## src/rtl/input_debounce_step.sv

```systemverilog
// Board input front end: 2-flop sync, tick-sampled debounce and press pulses for SW/BTN.
// Optional auto-repeat of button pulses when INPUT_DEBOUNCE_AUTOREPEAT_EN is defined.
module input_debounce_step #(
   parameter int unsigned NSW          = 16,
   parameter int unsigned NBTN         = 5,
   parameter int unsigned SAMPLE_DIV   = 250000,
   parameter int unsigned STABLE_N     = 4,
   parameter int unsigned STEP_IDX     = 0,
   parameter int unsigned REPEAT_DELAY = 200,
   parameter int unsigned REPEAT_RATE  = 40
) (
   input  logic            CLK100MHZ,
   input  logic            CPU_RESETN,
   input  logic [NSW-1:0]  SW,
   input  logic [NBTN-1:0] BTN,
   output logic [NSW-1:0]  sw_db,
   output logic [NBTN-1:0] btn_db,
   output logic [NBTN-1:0] btn_rise,
   output logic            step_pulse,
   output logic            sample_tick
);

   localparam int unsigned NIN   = NSW + NBTN;
   localparam int unsigned DIV_W = (SAMPLE_DIV > 2) ? $clog2(SAMPLE_DIV) : 1;

   if (SAMPLE_DIV < 2 || STABLE_N < 2 || STEP_IDX >= NBTN ||
       REPEAT_DELAY < 1 || REPEAT_RATE < 1) begin : g_param_err
      $error("input_debounce_step: invalid parameter set");
   end

   logic [NIN-1:0]      raw;
   logic [NIN-1:0]      sync1_q, sync2_q;
   logic [NIN-1:0]      db_q, db_d;
   logic [STABLE_N-1:0] hist_q [NIN];
   logic [STABLE_N-1:0] hist_d [NIN];
   logic [DIV_W-1:0]    div_q, div_d;
   logic                tick;
   logic [NBTN-1:0]     btn_db_dly_q;
   logic [NBTN-1:0]     rise_q, rise_d;
   logic [NBTN-1:0]     rpt_hit;

   assign raw  = {BTN, SW};
   assign tick = (div_q == DIV_W'(SAMPLE_DIV - 1));

   // The debounced level is judged on the freshly shifted history, so it moves on the tick edge itself.
   always_comb begin
      div_d = tick ? '0 : div_q + DIV_W'(1);
      db_d  = db_q;
      for (int unsigned i = 0; i < NIN; i++) begin
         hist_d[i] = hist_q[i];
         if (tick) begin
            hist_d[i] = {hist_q[i][STABLE_N-2:0], sync2_q[i]};
            if (&hist_d[i]) begin
               db_d[i] = 1'b1;
            end else if (~|hist_d[i]) begin
               db_d[i] = 1'b0;
            end
         end
      end
   end

   assign rise_d = (db_q[NIN-1:NSW] & ~btn_db_dly_q) | rpt_hit;

`ifdef INPUT_DEBOUNCE_AUTOREPEAT_EN
   localparam int unsigned RPT_W = $clog2(REPEAT_DELAY + REPEAT_RATE + 1);

   logic [RPT_W-1:0] rpt_cnt_q [NBTN];
   logic [RPT_W-1:0] rpt_cnt_d [NBTN];

   // Counter folds back to REPEAT_DELAY after each period so repeats never run out.
   always_comb begin
      logic [RPT_W-1:0] nxt;
      nxt     = '0;
      rpt_hit = '0;
      for (int unsigned i = 0; i < NBTN; i++) begin
         rpt_cnt_d[i] = rpt_cnt_q[i];
         nxt          = rpt_cnt_q[i] + RPT_W'(1);
         if (!db_q[NSW+i]) begin
            rpt_cnt_d[i] = '0;
         end else if (tick) begin
            rpt_hit[i]   = (nxt == RPT_W'(REPEAT_DELAY)) ||
                           (nxt == RPT_W'(REPEAT_DELAY + REPEAT_RATE));
            rpt_cnt_d[i] = (nxt == RPT_W'(REPEAT_DELAY + REPEAT_RATE)) ?
                           RPT_W'(REPEAT_DELAY) : nxt;
         end
      end
   end

   always_ff @(posedge CLK100MHZ or negedge CPU_RESETN) begin
      if (!CPU_RESETN) begin
         for (int unsigned i = 0; i < NBTN; i++) rpt_cnt_q[i] <= '0;
      end else begin
         for (int unsigned i = 0; i < NBTN; i++) rpt_cnt_q[i] <= rpt_cnt_d[i];
      end
   end
`else
   assign rpt_hit = '0;
`endif

   always_ff @(posedge CLK100MHZ or negedge CPU_RESETN) begin
      if (!CPU_RESETN) begin
         sync1_q      <= '0;
         sync2_q      <= '0;
         db_q         <= '0;
         div_q        <= '0;
         btn_db_dly_q <= '0;
         rise_q       <= '0;
         for (int unsigned i = 0; i < NIN; i++) hist_q[i] <= '0;
      end else begin
         sync1_q      <= raw;
         sync2_q      <= sync1_q;
         db_q         <= db_d;
         div_q        <= div_d;
         btn_db_dly_q <= db_q[NIN-1:NSW];
         rise_q       <= rise_d;
         for (int unsigned i = 0; i < NIN; i++) hist_q[i] <= hist_d[i];
      end
   end

   assign sw_db       = db_q[NSW-1:0];
   assign btn_db      = db_q[NIN-1:NSW];
   assign btn_rise    = rise_q;
   assign step_pulse  = rise_q[STEP_IDX];
   assign sample_tick = tick;

endmodule

```

## config.mk

```make
export PLATFORM = sky130hd
export DESIGN_NAME = input_debounce_step
export DESIGN_NICKNAME = d
export VERILOG_FILES = /design/src/rtl/input_debounce_step.sv
export SDC_FILE = /design/constraint.sdc
export NUM_CORES = 1
export LEC_CHECK = 0
export ABC_CLOCK_PERIOD_IN_PS = 3900
export BUFFER_PORTS_ARGS = -buffer_cell sky130_fd_sc_hd__clkbuf_2
export CAP_MARGIN = 25
export CORE_MARGIN = 3
export CORE_UTILIZATION = 30
export CTS_BUF_LIST = sky130_fd_sc_hd__clkbuf_8
export DETAILED_ROUTE_END_ITERATION = 16
export SLEW_MARGIN = 20
export SYNTH_ARGS = -nofsm -noshare
export SYNTH_HDL_FRONTEND = slang
export SYNTH_SLANG_ARGS = --single-unit
```

## constraint.sdc

```tcl
create_clock -name CLK100MHZ -period 3.9 [get_ports CLK100MHZ]
set_input_delay 0.195 -clock CLK100MHZ [delete_from_list [all_inputs] [get_ports CLK100MHZ]]
set_output_delay 0.195 -clock CLK100MHZ [all_outputs]
set_load 0.005 [all_outputs]
```

# == After elaboration in Yosys (flattened, before gate mapping) ==
# Index checks and enable logic that the tools add are counted.
# classes
add_sub_neg,1
n_mul,0
div,0
n_lt_le_gt_ge,0
eq_ne,22
shift,0
n_mux,43
n_bitwise,2
reduce_logical,63
# op_table
op,count
$reduce_and A4 Y1,21
$reduce_or A4 Y1,21
$mux W1,42
$ne A2 B2 Y1 const B,21
$reduce_and A2 Y1,21
$add A18 B1 Y18 const B,1
$eq A18 B18 Y1 const B,1
$mux W18,1
$and A5 B5 Y5,1
$not A5 Y5,1
# totals
register_bits,154
latchBits,0
ramBits,0
rom_bits,0
in_bits,23
out_inout_bits,28
elab_cells,178
memories,0

# == Longest topological paths before layout ==
# Gate-level depths: netlist (run 1).
# depth
depth_word,3
ltp_mapped,6
mapped_depth_nobuf,5

# == Least setup slack after synthesis (run 1) ==
# No wires, ideal clock.
# synth_timing
kind,register -> register
from,reg div_q[6]
to,reg hist_q[0] (netlist name)
setup_ns,0.127
t_arrival_ns,1.683
required_time_ns,3.773
slack_ns,2.089
stages_incl_launch_ff,7
n_path_buf,2
period_less_slack_ns,1.811
path_cell_list,dfrtp_1 > nor4_1 > nand4_2 > nor2_2 > buf_4 > buf_6 > mux2_1
# synth_via
elab_chain_cells,1
# synth_rtl
element,line,text
from (decl),36,"logic [DIV_W-1:0] div_q, div_d;"
from (signal assigned),113,div_q <= div_d;
$eq A18 B18 Y1,43,assign tick = (div_q == DIV_W'(SAMPLE_DIV - 1));
to (decl),34,logic [STABLE_N-1:0] hist_q [NIN];
# No other way between the ends.
# A chain may end at the register's enable or synchronous reset.

# == Worst setup path in the final report (run 1) ==
# layout_timing
from,reg div_q[0]
to,out sample_tick
# layout_via
elab_chain_cells,1
# layout_rtl
element,line,text
$eq A18 B18 Y1,43,
to (decl),20,output logic sample_tick
# No other way between the ends.

==> results of run 1 <==
sequential cells by signal, indices dropped and copies added, names as in the netlist:
name          cells
sync2_q          21
hist_q           63
btn_rise          5
btn_db_dly_q      5
db_q             21
div_q            18
sync1_q          21
path summary, 6_finish.rpt:
check | from | to | depth (start not counted)
max | div_q[0] | sample_tick | 5
min | sync1_q[4] | sync2_q[4] | 0
max reg2reg | div_q[0] | hist_q[29] | 5
min reg2reg | sync1_q[4] | sync2_q[4] | 0
max in group asynchronous | CPU_RESETN | hist_q[20] | 3
min in group asynchronous | CPU_RESETN | sync1_q[5] | 2
critical path: cells and delay by family (launching register included):
kind / cells / cell delay [ps]
buffers and inverters: 2 / 640
and+or+nand+nor: 2 / 920
adders and majority gates: 1 / 250
DFF: 1 / 390
cell usage in the layout (no fill, tap or decap), types with 9 or more instances in the layout:
cell	instances
dfrtp_1	154
mux2_1	49
clkbuf_2	49
nand4_1	27
nand2_1	25
dlygate4sd3_1	22
or4_1	21
o311ai_1	21
clkbuf_8	20
nor2_1	14
mux2_2	14
o21ai_0	11
o21ai_1	10
xnor2_1	9
routing by layer:
layer  GRT usage, %  up-vias  wire (um)  part of all wire, %
met5              0        -          0                    0
met4           5.06        0        211                  2.0
met3           3.29       17        450                  4.3
met2           18.6       56       5180                   49
met1           13.8     1822       4730                   45
li1               -     1673          -                    -
stage by stage:
stage	setup slack (ps)	total power, mW
floorplan	2090	1.66
global route	780	3.12
finish	1060	2.98
CTS	972	3.05
global placement	1370	1.70
detailed placement	1310	1.71
final cells by class:
class | count | share of cell area, %
Timing Repair Buffer | 78 | 7.54
Multi-Input combinational cell | 235 | 25.9
Inverter | 2 | 0.108
Tap cell | 260 | 4.68
Clock buffer | 19 | 3.76
Sequential cell | 154 | 55.4
Clock inverter | 13 | 2.54
power breakdown:
group | switching (mW) | internal [mW]
logic | 0.0357 | 0.0243
clock network | 0.566 | 0.726
registers | 0.0117 | 1.62
total | 0.613 | 2.37
cell families (layout without fill, tap and decap cells):
| kind of cell | Yosys count | count (layout) | share of synthesized area (%) |
|---|---|---|---|
| adders and majority gates | 1 | 1 | 0.217 |
| muxes | 64 | 64 | 12.5 |
| AOI/OAI and AO/OA | 43 | 43 | 5.12 |
| and+or+nand+nor | 112 | 112 | 11.1 |
| buffers and inverters | 19 | 112 | 2.06 |
| xor gates and xnor gates | 15 | 15 | 2.28 |
| DFF | 154 | 154 | 66.8 |
==> flow_summary_export.csv, run 1 <==
group,metric,value,unit
setup_path,worstSetupPathType,"register to output pin",
clock_tree,hold_buffers,22,
logic_synthesis,synth_area_leaders,"dfrtp_1 (67%), mux2_1 (9.6%), o311ai_1 (3.2%), nand4_1 (2.9%), mux2_2 (2.7%)",
floorplanning,die-width,145,um
status,status,"finished clean",
logic_synthesis,synth_common_cells,"dfrtp_1 (154), mux2_1 (49), nand4_1 (27), nand2_1 (25)",
clock_tree,cts-resized-gates,0,
detailed_routing,postRouteAntennaNets,0,
logic_synthesis,syn_avg_cell_area,14.1,um^2
detailed_routing,drtIter0Drc,159,
finish,final_cells,761,
detailed_routing,route.detailed.drc,0,
logic_synthesis,netlist_area,5770,um^2
sta,fin_crit_sh,72.9,%
setup_path,reg2reg_slack,1330,ps
sta,setup_viol,0,
sta,rsz0062_at_grt,"no",
finish,fill_cells,1802,
finish,final_cell_area,6950,um^2
clock_tree,numClockSinks,154,
logic_synthesis,syn_nets,432,
global_routing,grt_usage,11.3,%
detailed_routing,viasPerCell,4.69,
global_routing,gr-total-overflow,0,
logic_synthesis,synth_cells,408,
logic_synthesis,synth-seq-cells,154,
logic_synthesis,synth_top_area_share,66.8,%
floorplanning,rows,50,
finish,drive_above_1_share,20.4,%
power,p_per_area,429,nW/um^2
setup_path,required,3700,ps
clock_tree,clkLatencyLatePin,440,ps
setup_path,cp_slowest_stage_delay,610,ps
floorplanning,io_pins,51,
sta,report.final.hold_viol_count,0,
clock_tree,cts_buffers,17,
sta,worstMarginPinSlew,873,ps
setup_path,critPathSlowestCell,"nand4_2",
sta,finalMaxSlewViolations,0,
place,placed_area,6290,um^2
clock_tree,h-tree-depth,4,
sta,fmax,0.352,GHz
clock_tree,clockBufferDepth,2,
place,place_hpwl,6710,um
global_routing,grt_pass1_wl,18600,um
sta,fin_worst_skew,9.65,ps
flow_run,maxCapViolCount,0,
clock_tree,clk_pin_slew,80,ps
finish,diodes,0,
global_routing,grt_max_degree,113,
sta,setup_tns,0,ps
logic_synthesis,synth_flop_cell,"dfrtp_1",
clock_tree,tritoncts,"yes",
place,gp_congestion,0.764,
floorplanning,die_h,145,um
logic_synthesis,ys_seq_area_share,66.8,%
clock_tree,post_cts_buffers,0,
finish,area_growth,20.5,%
place,dp_cells,707,
setup_path,arrival,2650,ps
floorplanning,initial_utilization,30.6,%
finish,regArea,3850,um^2
finish,nets,512,
logic_synthesis,synth_most_common_cell,"dfrtp_1",
logic_synthesis,ys_types,29,
logic_synthesis,yosysWarnings,0,
worst_hold_path,holdCritPathClass,"register to register",
setup_path,crit_path_end_kind,"output pin",
logic_synthesis,yosysTopAreaCell,"dfrtp_1",
sta,fin_hold_ws,350,ps
place,numPortBuffers,50,
finish,fin_util,36.9,%
sta,max-slew-margin-rel,41.8,%
power,peakVddDrop,0.195,mV
setup_path,crit_fanout,33,
finish,multiInputGateArea,1800,um^2
global_routing,antenna_found_initial,1,
detailed_routing,wire_per_inst,13.9,um
detailed_routing,drt-pass1-iter-count,4,
floorplanning,coreArea,18800,um^2
global_routing,grt_pass1_vias,3822,
floorplanning,die_area,20900,um^2
setup_path,path_cells,"ha_1 > nand4_2 > nor2_4 > buf_4 > clkbuf_2",
sta,min_period,2840,ps
logic_synthesis,synthArstFlopShare,100,%
clock_tree,cts-root-buf,"clkbuf_8",
power,p_leak,3.25,nW
detailed_routing,route.vias.total,3568,
detailed_routing,wl,10600,um
logic_synthesis,synth_edf_count,0,
setup_path,setup.worst_path.start_class,"register",
No activity file was read; power rests on OpenSTA's default activity.
==> run 2, diff against run 1 <==
--- a/config.mk
+++ b/config.mk
@@ -5,7 +5,8 @@
 export SDC_FILE = /design/constraint.sdc
 export NUM_CORES = 1
 export LEC_CHECK = 0
-export ABC_CLOCK_PERIOD_IN_PS = 3900
+export ABC_AREA = 1
+export ABC_CLOCK_PERIOD_IN_PS = 3000
 export BUFFER_PORTS_ARGS = -buffer_cell sky130_fd_sc_hd__clkbuf_2
 export CAP_MARGIN = 25
 export CORE_MARGIN = 3
==> constraint.sdc (replaced) <==
create_clock -name CLK100MHZ -period 3 [get_ports CLK100MHZ]
set_input_delay 0.15 -clock CLK100MHZ [delete_from_list [all_inputs] [get_ports CLK100MHZ]]
set_output_delay 0.15 -clock CLK100MHZ [all_outputs]
set_load 0.005 [all_outputs]
==> flow_summary_export.csv, run 2 <==
group,metric,value,unit
finish,fin_util,36.6,%
clock_tree,clkLatencyLatePin,450,ps
setup_path,arrival,2060,ps
clock_tree,clockBufferDepth,2,
floorplanning,die_area,22000,um^2
floorplanning,io_pins,51,
sta,finalMaxSlewViolations,0,
sta,setup_tns,0,ps
sta,worstMarginPinSlew,487,ps
logic_synthesis,synth_top_family_by_area,"simple AND/OR/NAND/NOR gates",
logic_synthesis,synth_area_leaders,"dfrtp_1 (63%), nand2_1 (11%), inv_1 (5.1%), nand3_1 (3.9%), nor2_1 (3.6%)",
sta,max-slew-margin-rel,67.5,%
clock_tree,tritoncts,"yes",
setup_path,required,2850,ps
place,place_hpwl,7080,um
setup_path,worstSetupPathType,"register to output pin",
global_routing,grt_usage,11.2,%
clock_tree,numClockSinks,154,
clock_tree,cts_buffers,17,
power,peakVddDrop,0.301,mV
place,placed_area,6620,um^2
finish,largest_reg_flops,63,
sta,rsz0062_at_grt,"no",
detailed_routing,drt-pass1-iter-count,6,
detailed_routing,drtIter0Drc,244,
setup_path,r2r-start,"div_q[15]",
clock_tree,h-tree-depth,4,
logic_synthesis,yosysWarnings,0,
sta,setup_viol,0,
setup_path,setup.worst_path.start_class,"register",
power,seqPwrFrac,56.7,%
floorplanning,die-width,148,um
place,gp_congestion,0.830,
power,clockPowerShare,40.4,%
global_routing,grt_pass1_vias,4290,
detailed_routing,wire_per_inst,11.1,um
logic_synthesis,synth_top_area_share,63.4,%
logic_synthesis,synth_simple_gate_area_share,23.8,%
logic_synthesis,synth_edf_count,0,
detailed_routing,route.detailed.drc,0,
place,numPortBuffers,50,
logic_synthesis,syn_nets,681,
finish,layout_common_cells,"nand2_1 (180), dfrtp_1 (154), inv_1 (85)",
logic_synthesis,netlist_area,6080,um^2
logic_synthesis,synth_flop_cell,"dfrtp_1",
logic_synthesis,yosysTopAreaCell,"dfrtp_1",
setup_path,critPathLaunch,"div_q[0]",
power,p_sw_share,22.4,%
logic_synthesis,synth_compound_area_share,3.70,%
clock_tree,clk_pin_slew,80,ps
power,p_leak,3.53,nW
global_routing,antenna_found_initial,0,
sta,fin_worst_skew,10.9,ps
setup_path,crit_path_end_kind,"output pin",
finish,nets,755,
logic_synthesis,ys_types,23,
logic_synthesis,synthArstFlopShare,100,%
floorplanning,rows,51,
flow_run,maxCapViolCount,0,
setup_path,crit_fanout,27,
logic_synthesis,synth-adder-area-share,0.206,%
detailed_routing,postRouteAntennaNets,0,
finish,area_growth,18.8,%
finish,regArea,3850,um^2
logic_synthesis,synth_most_common_cell,"nand2_1",
floorplanning,die_h,148,um
logic_synthesis,ys_seq_area_share,63.4,%
logic_synthesis,synth_common_cells,"nand2_1 (180), dfrtp_1 (154), inv_1 (83), nor2_1 (58), nand3_1 (47)",
worst_hold_path,holdCritPathClass,"input pin to asynchronous set/reset pin",
detailed_routing,wl,11200,um
logic_synthesis,synth-xor-area-share,1.44,%
clock_tree,cts-root-buf,"clkbuf_8",
sta,fmax,0.452,GHz
status,status,"finished clean",
sta,fin_hold_ws,201,ps
global_routing,grt_max_degree,110,
finish,final_cell_area,7220,um^2
global_routing,gr-total-overflow,0,
clock_tree,cts-resized-gates,0,
logic_synthesis,muxShareOfSynthArea,0,%
logic_synthesis,synth_cells,657,
finish,top_register,"hist_q",
logic_synthesis,syn_avg_cell_area,9.26,um^2
finish,fill_cells,1982,
logic_synthesis,synth-seq-cells,154,
floorplanning,coreArea,19700,um^2
detailed_routing,route.vias.total,4331,
floorplanning,initial_utilization,30.8,%
finish,multiInputGateArea,1790,um^2
power,power_switching,0.835,mW
sta,report.final.hold_viol_count,0,
sta,min_period,2210,ps
finish,diodes,0,
sta,fin_crit_sh,73.8,%
global_routing,grt_pass1_wl,20000,um
power,internal-power,2.88,mW
detailed_routing,viasPerCell,4.30,
finish,drive_above_1_share,12.5,%
power,power_frac_comb,2.9,%
power,p_per_area,515,nW/um^2
finish,layout_commonest_cell,"nand2_1",
## run 2: what timing repair did
item,CTS,global route
setup endpoints to repair,0,0
hold buffers,22,0
hold endpoints to repair,70,0
buffers inserted,0,0
## run 2: worst paths after layout
| check | to | slack (ps) | depth (start not counted) |
|---|---|---|---|
| min in group CLK100MHZ | sync1_q[9] | 340 | 2 |
| worst max register to register | db_q[17] | 1220 | 7 |
| worst min-delay path | sync1_q[7] | 200 | 2 |
| max in group asynchronous | btn_rise[4] | 1930 | 3 |
| worst max-delay path | sample_tick | 790 | 7 |
| worst min register to register | sync2_q[13] | 350 | 0 |
## run 2: power by group through the flow
stage	logic [mW]	clock network [mW]	registers (mW)
floorplan	0.0225	0	2.15
global placement	0.0882	0	2.15
detailed placement	0.0884	0	2.15
CTS	0.111	1.57	2.11
global route	0.124	1.66	2.11
finish	0.106	1.50	2.11
## run 2: per-stage QoR
stage | setup slack (ps) | total power, mW | std cells
after global routing | 590 | 3.89 | 1008
final | 786 | 3.72 | 1008
after global placement | 1260 | 2.24 | 955
after CTS | 708 | 3.79 | 1008
after detailed placement | 1220 | 2.24 | 955
after floorplan | 1520 | 2.17 | 657
## run 2: routing by layer
layer | global-route usage (%) | vias to the layer above | wire length (um)
met1 | 14.9 | 2059 | 5490
met4 | 4.34 | 0 | 224
met3 | 3.23 | 17 | 419
met5 | 0 | - | 0
li1 | - | 2197 | -
met2 | 17.3 | 58 | 5070
## run 2: logic make-up after synthesis
logic type,count (synthesis)
AOI/OAI and AO/OA,45
xor gates and xnor gates,10
adders and majority gates,1
buffers and inverters,108
DFF,154
and+or+nand+nor,339
## run 2: worst max-delay path, cell delays in order (launching register included)
cell      delay, ps
dfrtp_1         380
ha_1            230
nand3_2         160
inv_1           190
nand3_4         100
clkinv_1         50
buf_4           320
clkbuf_2        190
## run 2: area by class of cell
type / instances / share of cell area, %
clock inverter: 10 / 1.30
tap: 265 / 4.59
inverter: 85 / 4.42
clock buffer: 21 / 4.00
sequential: 154 / 53.3
multi-input combinational: 395 / 24.8
timing repair buffer: 78 / 7.57
==> run 3, diff against run 2 <==
--- a/config.mk
+++ b/config.mk
@@ -5,8 +5,8 @@
 export SDC_FILE = /design/constraint.sdc
 export NUM_CORES = 1
 export LEC_CHECK = 0
-export ABC_AREA = 1
-export ABC_CLOCK_PERIOD_IN_PS = 3000
+export ABC_AREA = 0
+export ABC_CLOCK_PERIOD_IN_PS = 2000
 export BUFFER_PORTS_ARGS = -buffer_cell sky130_fd_sc_hd__clkbuf_2
 export CAP_MARGIN = 25
 export CORE_MARGIN = 3
==> constraint.sdc (replaced) <==
create_clock -name CLK100MHZ -period 2 [get_ports CLK100MHZ]
set_input_delay 0.1 -clock CLK100MHZ [delete_from_list [all_inputs] [get_ports CLK100MHZ]]
set_output_delay 0.1 -clock CLK100MHZ [all_outputs]
set_load 0.005 [all_outputs]
==> flow_summary_export.csv, run 3 (synthesized netlist as in run 1, its figures left out) <==
group,metric,value,unit
sta,setup_viol,0,
global_routing,grt_pass1_vias,3639,
sta,worstMarginPinSlew,509,ps
clock_tree,tritoncts,"yes",
floorplanning,die_h,145,um
global_routing,grt_usage,10.8,%
detailed_routing,route.detailed.drc,0,
place,place_hpwl,6680,um
sta,fin_worst_skew,15.1,ps
setup_path,critPathSlowestCell,"dfrtp_1",
place,numPortBuffers,50,
sta,rsz0062_at_grt,"yes",
clock_tree,cts_buffers,17,
power,totalPowerFinal,5.74,mW
global_routing,gr-total-overflow,0,
flow_run,maxCapViolCount,0,
setup_path,path_cells,"nor4_4 > nand4_2 > nor2_4 > buf_4 > buf_4 > buf_8 > mux2_1",
setup_path,required,2320,ps
setup_path,crit_buf_inv,3,
worst_hold_path,holdCritPathClass,"input pin to asynchronous set/reset pin",
global_routing,grt_max_degree,53,
finish,largest_reg_flops,63,
sta,finalMaxSlewViolations,0,
setup_path,crit_top_cell,"buf_4",
sta,max-slew-margin-rel,66.1,%
finish,area_growth,26.2,%
clock_tree,clkLatencyLatePin,440,ps
place,gp_congestion,0.768,
setup_path,crit_path_end_kind,"register",
sta,report.final.hold_viol_count,0,
setup_path,setup.worst_path.start_class,"register",
clock_tree,clockBufferDepth,2,
detailed_routing,wl,10800,um
detailed_routing,wire_per_inst,13.8,um
finish,layout_common_cells,"dfrtp_1 (154), clkbuf_2 (48), mux2_1 (46)",
setup_path,arrival,2250,ps
floorplanning,die-width,145,um
floorplanning,coreArea,18800,um^2
finish,layout_commonest_cell,"dfrtp_1",
setup_path,worstSetupPathType,"register to register",
finish,nets,535,
sta,fin_crit_sh,96.4,%
finish,drive_above_1_share,25.2,%
power,peakVddDrop,0.503,mV
finish,fill_cells,1763,
sta,fmax,0.519,GHz
place,placed_area,6420,um^2
sta,min_period,1930,ps
finish,top_register,"hist_q",
finish,diodes,0,
setup_path,crit_fanout,8,
detailed_routing,drtIter0Drc,154,
power,p_per_area,788,nW/um^2
setup_path,cp.depth,7,
setup_path,worst-r2r-cell-count,7,
finish,final_cell_area,7280,um^2
floorplanning,die_area,20900,um^2
clock_tree,clk_pin_slew,80,ps
detailed_routing,route.vias.total,3613,
setup_path,cp_top_family,"simple AND/OR/NAND/NOR gates",
floorplanning,io_pins,51,
floorplanning,initial_utilization,30.6,%
power,p_leak,3.43,nW
status,status,"finished clean",
clock_tree,cts-root-buf,"clkbuf_8",
global_routing,antenna_found_initial,0,
floorplanning,rows,50,
clock_tree,h-tree-depth,4,
detailed_routing,postRouteAntennaNets,0,
setup_path,cp_slowest_stage_delay,420,ps
global_routing,grt_pass1_wl,17800,um
detailed_routing,viasPerCell,4.61,
clock_tree,numClockSinks,154,
detailed_routing,drt-pass1-iter-count,5,
-- run 3: cell count changes in the layout (fill, tap and decap cells not counted), sizes merged, moves of 22 or more --
cell,delta
inv,-85
buf,+22
nor2,-48
o21ai,-23
mux2,+63
nand3,-43
nand2,-155
-- run 3: layout make-up --
type / count / area [um^2] / share of cell area [%]
clock inverter: 14 / 179 / 2.46
tap: 260 / 325 / 4.47
clock buffer: 17 / 234 / 3.21
multi-input combinational: 235 / 1850 / 25.4
sequential: 154 / 3850 / 52.9
timing repair buffer: 101 / 832 / 11.4
inverter: 2 / 7.51 / 0.103
-- run 3: metrics by stage --
stage          TNS [ps]  util (%)  hold WS [ps]  std cells  setup WS [ps]
5_1_grt            -232      38.7           192        783          -43.1
4_1_cts               0      37.9           169        778           5.14
6_report              0      38.7           175        783           72.5
3_5_place_dp          0      34.1          90.2        718           36.8
3_3_place_gp          0      34.1          83.0        718            108
2_1_floorplan         0         -          -196        408            189
-- run 3: worst paths after layout --
| path | start | to | slack, ps |
|---|---|---|---|
| worst max register to register | div_q[6] | hist_q[9] | 70 |
| worst min-delay path | CPU_RESETN | sync2_q[1] | 170 |
| worst min register to register | sync1_q[12] | sync2_q[12] | 350 |
| min in group CLK100MHZ | SW[7] | sync1_q[7] | 310 |
| max in group asynchronous | CPU_RESETN | db_q[16] | 1150 |
| worst max-delay path | div_q[6] | hist_q[9] | 70 |
-- run 3: report_power, final --
group	total, mW	internal [mW]	switching, mW	leakage, nW
registers	3.18	3.15	0.0223	2.04
logic	0.123	0.0523	0.0707	1.17
clock network	2.44	1.34	1.10	0.211
-- run 3: worst reg2reg max path: stages, from the launching register on --
cell and delay [ps]:
dfrtp_1 420, nor4_4 310, nand4_2 190, nor2_4 200
buf_4 140, buf_4 100, buf_8 120, mux2_1 320
-- run 3: routing by layer --
metal / track usage [%] / part of all wire [%] / up-vias
met5: 0 / 0 / -
met4: 3.24 / 0.90 / 0
met3: 3.58 / 3.8 / 9
met2: 17.5 / 48 / 60
met1: 13.9 / 47 / 1830
li1: - / - / 1714
-- run 3: what timing repair did --
| action | 4_1_cts | 5_1_grt |
|---|---|---|
| pin swaps | 3 | 3 |
| endpoints found under the setup margin | 1 | 53 |
| cloned | 1 | 2 |
| hold buffers | 22 | 0 |
| resized for setup | 2 | 21 |
| setup buffers | 6 | 3 |
| endpoints found under the hold margin | 69 | 0 |
